### config.mk
export PLATFORM = sky130hd
export DESIGN_NAME = counter_4b_sched
export DESIGN_NICKNAME = d
export VERILOG_FILES = /design/src/rtl/counter_4b_sched.sv
export SDC_FILE = /design/constraint.sdc
export NUM_CORES = 1
export LEC_CHECK = 0
export ABC_CLOCK_PERIOD_IN_PS = 2200
export CAP_MARGIN = 20
export CORE_MARGIN = 1.5
export CORE_UTILIZATION = 42
export CTS_CLUSTER_DIAMETER = 80
export CTS_CLUSTER_SIZE = 8
export DETAILED_ROUTE_END_ITERATION = 16
export HOLD_SLACK_MARGIN = 0.02
export PLACE_DENSITY = 0.79
export SLEW_MARGIN = 40
export SYNTH_ARGS = -nofsm -noshare
export SYNTH_HDL_FRONTEND = slang
export SYNTH_SLANG_ARGS = --single-unit
### constraint.sdc
create_clock -name sched_clk -period 2.2 [get_ports sched_clk]
set_input_delay 0.44 -clock sched_clk [delete_from_list [all_inputs] [get_ports sched_clk]]
set_output_delay 0.44 -clock sched_clk [all_outputs]
set_load 0.03 [all_outputs]
### src/rtl/counter_4b_sched.sv
// Two-requester scheduler for one shared 4-bit up/down/load counter.
// Round-robin IDLE arbitration, fixed-length RUN with optional ripple-carry abort, one-cycle DONE.
module counter_4b_sched #(
    parameter int STEP_W    = 4,
    parameter bit RCO_ABORT = 1'b1
) (
    input  logic              sched_clk,
    input  logic              sched_reset,
    input  logic [1:0]        req,
    input  logic [1:0]        req0_mode,
    input  logic [1:0]        req1_mode,
    input  logic [3:0]        req0_D,
    input  logic [3:0]        req1_D,
    input  logic [STEP_W-1:0] req0_steps,
    input  logic [STEP_W-1:0] req1_steps,
    input  logic              cnt_rco,
    output logic              cnt_enable,
    output logic [1:0]        cnt_mode,
    output logic [3:0]        cnt_D,
    output logic [1:0]        gnt,
    output logic [1:0]        done,
    output logic              busy
);

    typedef enum logic [1:0] {
        S_IDLE = 2'd0,
        S_RUN  = 2'd1,
        S_DONE = 2'd2
    } state_t;

    localparam logic [STEP_W-1:0] STEP_ONE  = STEP_W'(1);
    localparam logic [1:0]        MODE_LOAD = 2'b11;

    state_t            state_q, state_d;
    logic              ptr_q, ptr_d;
    logic              owner_q, owner_d;
    logic [STEP_W-1:0] step_q, step_d;
    logic              cnt_enable_q, cnt_enable_d;
    logic [1:0]        cnt_mode_q, cnt_mode_d;
    logic [3:0]        cnt_D_q, cnt_D_d;
    logic [1:0]        gnt_q, gnt_d;
    logic [1:0]        done_q, done_d;
    logic              busy_q, busy_d;

    logic              win;
    logic              owner_req;
    logic              rco_exit;

    always_comb begin
        state_d      = state_q;
        ptr_d        = ptr_q;
        owner_d      = owner_q;
        step_d       = step_q;
        cnt_enable_d = cnt_enable_q;
        cnt_mode_d   = cnt_mode_q;
        cnt_D_d      = cnt_D_q;
        gnt_d        = gnt_q;
        done_d       = 2'b00;
        busy_d       = busy_q;
        win          = 1'b0;

        // Latched mode lives in cnt_mode_q for the whole run, so it is the one to test for load.
        owner_req = owner_q ? req[1] : req[0];
        rco_exit  = RCO_ABORT && (cnt_mode_q != MODE_LOAD) && cnt_rco;

        case (state_q)
            S_IDLE: begin
                if (req != 2'b00) begin
                    win          = (req == 2'b11) ? ptr_q : req[1];
                    owner_d      = win;
                    step_d       = win ? req1_steps : req0_steps;
                    cnt_mode_d   = win ? req1_mode  : req0_mode;
                    cnt_D_d      = win ? req1_D     : req0_D;
                    cnt_enable_d = 1'b1;
                    gnt_d        = win ? 2'b10 : 2'b01;
                    busy_d       = 1'b1;
                    state_d      = S_RUN;
                end
            end

            S_RUN: begin
                // Withdrawal outranks both normal exits and leaves the pointer alone.
                if (!owner_req) begin
                    state_d      = S_IDLE;
                    step_d       = '0;
                    cnt_enable_d = 1'b0;
                    cnt_mode_d   = 2'b00;
                    cnt_D_d      = 4'h0;
                    gnt_d        = 2'b00;
                    busy_d       = 1'b0;
                end else if ((step_q == '0) || rco_exit) begin
                    state_d      = S_DONE;
                    cnt_enable_d = 1'b0;
                    done_d       = owner_q ? 2'b10 : 2'b01;
                end else begin
                    step_d = step_q - STEP_ONE;
                end
            end

            S_DONE: begin
                state_d      = S_IDLE;
                ptr_d        = ~owner_q;
                step_d       = '0;
                cnt_enable_d = 1'b0;
                cnt_mode_d   = 2'b00;
                cnt_D_d      = 4'h0;
                gnt_d        = 2'b00;
                busy_d       = 1'b0;
            end

            default: begin
                state_d      = S_IDLE;
                step_d       = '0;
                cnt_enable_d = 1'b0;
                cnt_mode_d   = 2'b00;
                cnt_D_d      = 4'h0;
                gnt_d        = 2'b00;
                busy_d       = 1'b0;
            end
        endcase
    end

    always_ff @(posedge sched_clk) begin
        if (!sched_reset) begin
            state_q      <= S_IDLE;
            ptr_q        <= 1'b0;
            owner_q      <= 1'b0;
            step_q       <= '0;
            cnt_enable_q <= 1'b0;
            cnt_mode_q   <= 2'b00;
            cnt_D_q      <= 4'h0;
            gnt_q        <= 2'b00;
            done_q       <= 2'b00;
            busy_q       <= 1'b0;
        end else begin
            state_q      <= state_d;
            ptr_q        <= ptr_d;
            owner_q      <= owner_d;
            step_q       <= step_d;
            cnt_enable_q <= cnt_enable_d;
            cnt_mode_q   <= cnt_mode_d;
            cnt_D_q      <= cnt_D_d;
            gnt_q        <= gnt_d;
            done_q       <= done_d;
            busy_q       <= busy_d;
        end
    end

    assign cnt_enable = cnt_enable_q;
    assign cnt_mode   = cnt_mode_q;
    assign cnt_D      = cnt_D_q;
    assign gnt        = gnt_q;
    assign done       = done_q;
    assign busy       = busy_q;

endmodule

==> reports/qor.yml, run 1 <==
vias: 958
ys.flop_type: "dfxtp_1"
syn_avg_cell_area_um2: 8.80
holdWs_ns: 0.470
synth_nets: 135
pwr_density_cell_nw_per_um2: 635
yosysMostFrequentCell: "nand3_1"
swShare_pct: 32.7
critical_path.endpoint_type: "output port"
grt_overflow: 0
critical_path_peak_fanout: 9
area_growth_pct: 45.9
cellLeakagePower_nw: 0.544
yosys.area.top_type: "dfxtp_1"
min-delay-path-class: "flip-flop to flip-flop"
ctsHoldBuffers: 0
dp_hpwl_um: 1800
pwr-share-comb_pct: 34.0
ys_seq_area_share_pct: 39.6
port_buffers: 36
place_congestion: 0.793
via_per_inst: 5.38
antenna_left: 0
worstSetupStartpoint: "state_q[0]$_SDFFE_PN0P_"
tightest_slew_ns: 0.361
grt_pass1_wl_um: 4110
synth_edf_count: 0
fin_skew_ns: 0.0114
ctsResizeCount: 0
drtIter0Drc: 44
crit_family: "buffers and inverters"
syn-instance-count: 109
period_minus_slack_ns: 1.95
layout-drive-gt1-share_pct: 14.7
cpMaxStageDelayCell: "clkdlybuf4s50_1"
post-place-ws_ns: 0.125
postCtsSetupBuffers: 0
dr.pass1.iters: 5
cp.arrival_ns: 1.51
switchingPower_mw: 0.291
synth_common_cells: "nand3_1 (20), dfxtp_1 (19), nand2_1 (13)"
clkSinkCount: 19
status: "finished, final reports clean"
fin_tns_setup_ns: 0
clk_pin_slew_ns: 0.12
die_h_um: 50.8
max_stage_delay_ns: 0.72
timing.rr.start: "step_q[0]$_SDFFE_PN0P_"
finalSetupViolations: 0
grt_pass1_vias: 978
async_flop_share_pct: 0
power_frac_seq_pct: 46.3
ios: 37
synth_top_area_share_pct: 39.6
worstSetupPathDepth: 1
start_kind: "flip-flop"
slew_headroom_pct: 75.9
reg2regPathDepth: 7
hold_depth: 2
fill_cells: 196
cp.buffers_inverters: 1
h-tree-depth: 1
path_class: "flip-flop to output port"
fin_ws_ns: 0.247
syn_area_um2: 960
synth_cell_type_count: 36
finalHoldViolCount: 0
track_usage_pct: 21.0
wire_per_inst_um: 13.5
reg2reg_slack_ns: 0.38
hold_start: "busy$_SDFFE_PN0P_"
clkLatencyLatePin_ns: 0.30
nets: 177
num_antenna_cells: 0
peakVddDrop_v: 0.000436
ys_ff_latch: 19
rsz0062_at_grt: "no"
die-area_um2: 2580
drv_slew: 0
power.clock.fraction_pct: 19.7
p_total_mw: 0.889
cts_buffers: 3
period_share_pct: 88.8
antenna_found_initial: 0
drc_errors: 0
yosys_warnings: 0
rows: 17
fmax_mhz: 512
crit_chain: "clkdlybuf4s50_1"
die_w_um: 50.8
start_util_pct: 43.8
core_area_um2: 2190
grt_max_degree: 13
internal-power_mw: 0.598
critPathRequiredTime_ns: 1.76
clockBufferDepth: 2
synthTopCellsByArea: "dfxtp_1 (40%), nand3_1 (10%), nand2_1 (5.1%), mux2_2 (3.5%), a41oi_2 (3.4%)"
drv_cap: 0
tritoncts: "yes"
wirelength_um: 2410
cts-root-buf: "clkbuf_4"
==> layout make-up <==
type	count	area [µm²]	area share [%]
Clock buffer	3	22.5	1.61
Clock inverter	1	5.00	0.357
Inverter	5	18.8	1.34
Multi-Input combinational cell	82	548	39.1
Sequential cell	19	380	27.2
Tap cell	28	35.0	2.50
Timing Repair Buffer	40	390	27.9
==> path summary, 6_finish.rpt <==
kind                       endpoint
max                      cnt_enable
min               busy$_SDFFE_PN0P_
max reg2reg  step_q[3]$_SDFFE_PN0P_
min reg2reg       busy$_SDFFE_PN0P_
==> power groups by stage <==
| stage | sequential [mW] | clock [mW] | combinational [mW] |
|---|---|---|---|
| 4_1_cts | 0.411 | 0.179 | 0.303 |
| 6_report | 0.411 | 0.175 | 0.302 |
| 5_1_grt | 0.416 | 0.201 | 0.329 |
| 3_5_place_dp | 0.419 | 0 | 0.301 |
| 2_1_floorplan | 0.454 | 0 | 0.136 |
| 3_3_place_gp | 0.417 | 0 | 0.297 |
==> kinds of logic after synthesis <==
kind of cell               count (synthesis)  synth area share, %
muxes                                      4                 4.95
DFF                                       19                 39.6
buffers and inverters                      8                 3.26
and+or+nand+nor                           52                 29.6
AOI/OAI and AO/OA                         25                 21.3
adders and majority gates                  1                 1.30
==> cell usage in the layout (no fill, tap or decap) <==
cell type	netlist	final
o21ai_1	2	2
a21oi_1	1	1
mux2_2	3	3
o22a_2	1	1
nor2b_1	1	1
clkbuf_4	0	3
nand3_1	20	20
a21boi_1	2	2
a41oi_2	2	2
o2bb2ai_1	3	3
clkinv_2	0	1
inv_1	5	5
a21o_1	2	2
dfxtp_1	19	19
nor3_1	1	1
or2b_2	1	1
a22oi_1	3	3
a21boi_0	2	2
o21a_1	2	2
o311ai_1	1	1
clkdlybuf4s50_1	0	36
buf_4	0	4
and3_1	3	3
nor2_1	3	3
nor2b_2	2	2
nand2_1	13	13
o21ai_0	2	2
nand2b_1	1	1
nor3b_4	1	1
and2_1	1	1
mux2i_2	1	1
nand3b_1	1	1
and2b_2	1	1
nor4_1	2	2
and2_2	1	1
o31ai_1	1	1
a221o_2	1	1
ha_1	1	1
==> per-layer routing <==
metal	up-vias	routed length [µm]	global-route usage [%]
met5	-	0	0
met3	2	121	5.65
met2	39	1120	37.5
met1	432	1170	25.1
li1	485	-	-
met4	0	6	4.05
==> worst reg2reg max path: cells and delay by family (launching register included) <==
family,cells,cell delay (ns)
buf+inv,1,0.09
flops,1,0.35
compound gates,4,0.81
fa+ha+maj,1,0.17
simple gates,1,0.31
==> per-stage QoR <==
step / cell area, µm² / std cells / util (%)
6_report: 1400 / 178 / 63.9
4_1_cts: 1400 / 178 / 63.9
3_3_place_gp: 1370 / 174 / 62.6
3_5_place_dp: 1370 / 174 / 62.6
2_1_floorplan: 960 / 109 / -
5_1_grt: 1400 / 178 / 63.9
==> flip-flops by register name, indices dropped and copies added, names as in the netlist <==
register / flops
busy: 1
cnt_D: 4
cnt_mode: 2
done: 2
gnt: 2
owner_q: 1
ptr_q: 1
state_q: 2
step_q: 4
Note: power is estimated with default switching activity, not from simulation.
==> run 2: changes to the inputs <==
- ABC_CLOCK_PERIOD_IN_PS: 2200 -> 1600
- CORE_UTILIZATION: 42 -> 38
- PLACE_DENSITY: 0.79 -> 0.76
- clock period: 2.2 -> 1.6 ns (I/O delays scaled with it)
==> reports/qor.yml, run 2 (synthesis results as in run 1) <==
critical_path.endpoint_type: "flip-flop"
final_cell_mix: "clkdlybuf4s50_1 (22), nand3_1 (20), dfxtp_1 (16)"
clockBufferDepth: 2
core_area_um2: 2430
grt_pass1_vias: 1035
critPathRequiredTime_ns: 1.86
die-area_um2: 2840
slew_headroom_pct: 78.2
die_w_um: 53.3
area_growth_pct: 59.6
num_antenna_cells: 0
port_buffers: 36
period_minus_slack_ns: 1.56
min-delay-path-class: "flip-flop to flip-flop"
rows: 18
finish.utilization_pct: 63.0
layout_commonest_cell: "clkdlybuf4s50_1"
antenna_left: 0
finalHoldViolCount: 0
path_class: "flip-flop to flip-flop"
critical_path_peak_fanout: 3
layout-drive-gt1-share_pct: 26.1
status: "finished, final reports clean"
h-tree-depth: 1
fin_skew_ns: 0.00839
clkLatencyLatePin_ns: 0.30
tightest_slew_ns: 0.325
cts_buffers: 3
wirelength_um: 2740
peakVddDrop_v: 0.000512
cellLeakagePower_nw: 0.669
track_usage_pct: 20.5
pwr_density_cell_nw_per_um2: 856
via_per_inst: 5.42
nets: 188
fin_ws_ns: 0.0361
ios: 37
drv_cap: 0
die_h_um: 53.3
grt_pass1_wl_um: 4240
wire_per_inst_um: 14.3
place_congestion: 0.878
finalSetupViolations: 0
start_kind: "flip-flop"
drtIter0Drc: 21
fmax_mhz: 639
fin_tns_setup_ns: 0
tritoncts: "yes"
drv_slew: 0
grt_overflow: 0
post-place-ws_ns: -0.352
vias: 1035
antenna_found_initial: 0
period_share_pct: 97.7
p_total_mw: 1.31
dp_hpwl_um: 1960
drc_errors: 0
cp.arrival_ns: 1.82
clkSinkCount: 19
dr.pass1.iters: 4
start_util_pct: 39.5
cts-root-buf: "clkbuf_4"
clk_pin_slew_ns: 0.12
grt_max_degree: 16
[run 2: critical path, cell delays in order (launching register included)]
cell       delay [ns]
dfxtp_2          0.35
inv_1            0.05
ha_2             0.19
or2b_4           0.22
o2bb2ai_4        0.06
a221o_2          0.39
a41oi_2          0.16
a21o_1           0.10
[run 2: worst paths after layout]
| kind | startpoint | endpoint | slack [ns] | depth (start not counted) |
|---|---|---|---|---|
| max | step_q[1]$_SDFFE_PN0P_ | step_q[2]$_SDFFE_PN0P_ | 0.04 | 7 |
| min | busy$_SDFFE_PN0P_ | busy$_SDFFE_PN0P_ | 0.46 | 2 |
| min reg2reg | busy$_SDFFE_PN0P_ | busy$_SDFFE_PN0P_ | 0.46 | 2 |
| max reg2reg | step_q[1]$_SDFFE_PN0P_ | step_q[2]$_SDFFE_PN0P_ | 0.04 | 7 |
[run 2: what timing repair did]
| item | 4_1_cts | 5_1_grt |
|---|---|---|
| pin swaps | 1 | 5 |
| hold buffers | 0 | 0 |
| setup buffers | 1 | 2 |
| gates resized for setup | 17 | 12 |
| setup endpoints to repair | 18 | 15 |
[run 2: area by class of cell]
type	instances	area, µm²
multi-input cells	82	598
inverters	5	18.8
flip-flops and latches	19	387
clock inverters	1	5.00
fillers	213	901
repair buffers	51	463
well taps	30	37.5
clock buffers	3	22.5
[run 2: per-stage QoR]
| stage | hold WS, ns | cell area, µm² | std cells |
|---|---|---|---|
| 3_3_place_gp | 0.441 | 1440 | 184 |
| 5_1_grt | 0.495 | 1530 | 191 |
| 3_5_place_dp | 0.451 | 1440 | 184 |
| 6_report | 0.459 | 1530 | 191 |
| 2_1_floorplan | 0.442 | 960 | 109 |
| 4_1_cts | 0.465 | 1480 | 189 |
[run 2: power by group]
part | switching [mW] | total [mW] | internal, mW
combinational | 0.250 | 0.499 | 0.249
sequential | 0.0420 | 0.565 | 0.523
clock | 0.154 | 0.247 | 0.0932
[run 2: layer usage]
layer	wire (µm)	share of wire (%)	track usage (%)	up-vias
met5	0	0	0	-
met4	56	2.0	8.55	0
met3	122	4.5	3.11	7
met2	1440	52	37.7	33
met1	1120	41	23.0	491
li1	-	-	-	504
==> run 3: changes to the inputs <==
- CELL_PAD_IN_SITES_DETAIL_PLACEMENT: default -> 1
- CELL_PAD_IN_SITES_GLOBAL_PLACEMENT: default -> 2
- CORE_UTILIZATION: 38 -> 22
- PLACE_DENSITY: 0.76 -> 0.77
==> reports/qor.yml, run 3 (synthesis results as in run 1) <==
status: "finished, final reports clean"
min-delay-path-class: "flip-flop to flip-flop"
nets: 191
worstSetupStartpoint: "step_q[0]$_SDFFE_PN0P_"
die_h_um: 69.0
fin_ws_ns: 0.0347
track_usage_pct: 12.9
period_share_pct: 97.8
post-place-ws_ns: -0.343
peakVddDrop_v: 0.000312
core_area_um2: 4090
area_growth_pct: 66.9
grt_overflow: 0
vias: 1000
reg2reg_to: "step_q[2]$_SDFFE_PN0P_"
rsz0062_at_grt: "yes"
tritoncts: "yes"
finish.utilization_pct: 39.2
place_congestion: 0.841
rows: 23
finalSetupViolations: 0
max_stage_delay_ns: 0.42
crit_family: "compound AO/OA/AOI/OAI gates"
drv_cap: 0
clockBufferDepth: 2
critical_path.endpoint_type: "flip-flop"
crit_chain: "inv_2, ha_4, or2b_4, o2bb2ai_4, a221o_2, a41oi_2, a21o_1"
wirelength_um: 3000
critPathCapture: "step_q[2]$_SDFFE_PN0P_"
clk_pin_slew_ns: 0.07
fin_skew_ns: 0.00357
path_class: "flip-flop to flip-flop"
tightest_slew_ns: 0.333
critical_path_peak_fanout: 4
ctsHoldBuffers: 0
final_cell_mix: "clkdlybuf4s50_1 (24), nand3_1 (20), buf_4 (18)"
grt_pass1_wl_um: 4960
dr.pass1.iters: 4
h-tree-depth: 1
num_antenna_cells: 0
timing.rr.start: "step_q[0]$_SDFFE_PN0P_"
drv_slew: 0
start_util_pct: 23.5
cp.arrival_ns: 1.77
die_w_um: 69.0
drc_errors: 0
clkLatencyLatePin_ns: 0.25
fmax_mhz: 639
critPathRequiredTime_ns: 1.80
cpMaxStageDelayCell: "a221o_2"
finalHoldViolCount: 0
start_kind: "flip-flop"
worstSetupPathDepth: 7
grt_pass1_vias: 1058
dp_hpwl_um: 2370
clkSinkCount: 19
antenna_left: 0
cts_buffers: 3
reg2reg_slack_ns: 0.03
period_minus_slack_ns: 1.57
via_per_inst: 4.67
wire_per_inst_um: 14.0
cts-root-buf: "clkbuf_8"
layout_commonest_cell: "clkdlybuf4s50_1"
cp.buffers_inverters: 1
p_total_mw: 1.40
ios: 37
layout-drive-gt1-share_pct: 25.6
grt_max_degree: 16
antenna_found_initial: 0
die-area_um2: 4770
port_buffers: 36
reg2regPathDepth: 7
fin_tns_setup_ns: 0
drtIter0Drc: 20
slew_headroom_pct: 77.8
cellLeakagePower_nw: 0.713
pwr_density_cell_nw_per_um2: 873
==> run 3: changes by cell type in the layout (fill, tap and decap cells not counted), moves of 2 or more <==
cell / change
clkbuf_4: -3
clkdlybuf4s50_1: +2
buf_4: +4
dlymetal6s2s_1: +3
clkbuf_8: +3
dlygate4sd2_1: -5
==> run 3: area by class of cell <==
type | instances | area (µm²)
Multi-Input combinational cell | 82 | 597
Tap cell | 50 | 62.6
Timing Repair Buffer | 54 | 495
Fill cell | 493 | 2480
Inverter | 5 | 18.8
Clock buffer | 4 | 45.0
Sequential cell | 19 | 383
==> run 3: tightest hold or removal path: stages (launching register included) <==
cell and delay, ns:
dfxtp_1 0.31, nand2_1 0.05, a21boi_1 0.05
==> run 3: worst min-delay path by stage <==
| stage | startpoint | endpoint | cells past startpoint |
|---|---|---|---|
| global route | cnt_D[2]$_SDFFE_PN0P_ | cnt_D[2]$_SDFFE_PN0P_ | 2 |
| finish | cnt_D[2]$_SDFFE_PN0P_ | cnt_D[2]$_SDFFE_PN0P_ | 2 |
| floorplan | req1_D[0] | cnt_D[0]$_SDFFE_PN0P_ | 2 |
| detailed placement | cnt_D[2]$_SDFFE_PN0P_ | cnt_D[2]$_SDFFE_PN0P_ | 2 |
| CTS | cnt_D[2]$_SDFFE_PN0P_ | cnt_D[2]$_SDFFE_PN0P_ | 2 |
| global placement | cnt_D[2]$_SDFFE_PN0P_ | cnt_D[2]$_SDFFE_PN0P_ | 2 |
==> run 3: repair_timing <==
| item | 4_1_cts | 5_1_grt |
|---|---|---|
| pin swaps | 0 | 3 |
| endpoints found under the hold margin | 0 | 0 |
| endpoints found under the setup margin | 15 | 10 |
| resized for setup | 13 | 10 |
| buffers inserted | 0 | 1 |
==> run 3: through the flow <==
stage / std cells / instance area, µm² / hold WS (ns)
6_report: 214 / 1600 / 0.463
3_3_place_gp: 209 / 1500 / 0.440
4_1_cts: 213 / 1570 / 0.461
3_5_place_dp: 209 / 1500 / 0.450
2_1_floorplan: 109 / 960 / 0.442
5_1_grt: 214 / 1600 / 0.486
==> run 3: per-layer routing <==
layer,vias up,track usage (%),wire length (µm)
met4,0,5.01,25
met1,466,15.5,1400
met3,2,3.80,166
met5,-,0,0
met2,25,21.5,1410
li1,507,-,-
==> run 3: report_power, final <==
group	leakage, nW	total [mW]	switching (mW)	internal (mW)
logic	0.533	0.501	0.245	0.256
clock network	0.0228	0.334	0.158	0.177
registers	0.157	0.563	0.0405	0.523
total	0.713	1.40	0.443	0.956
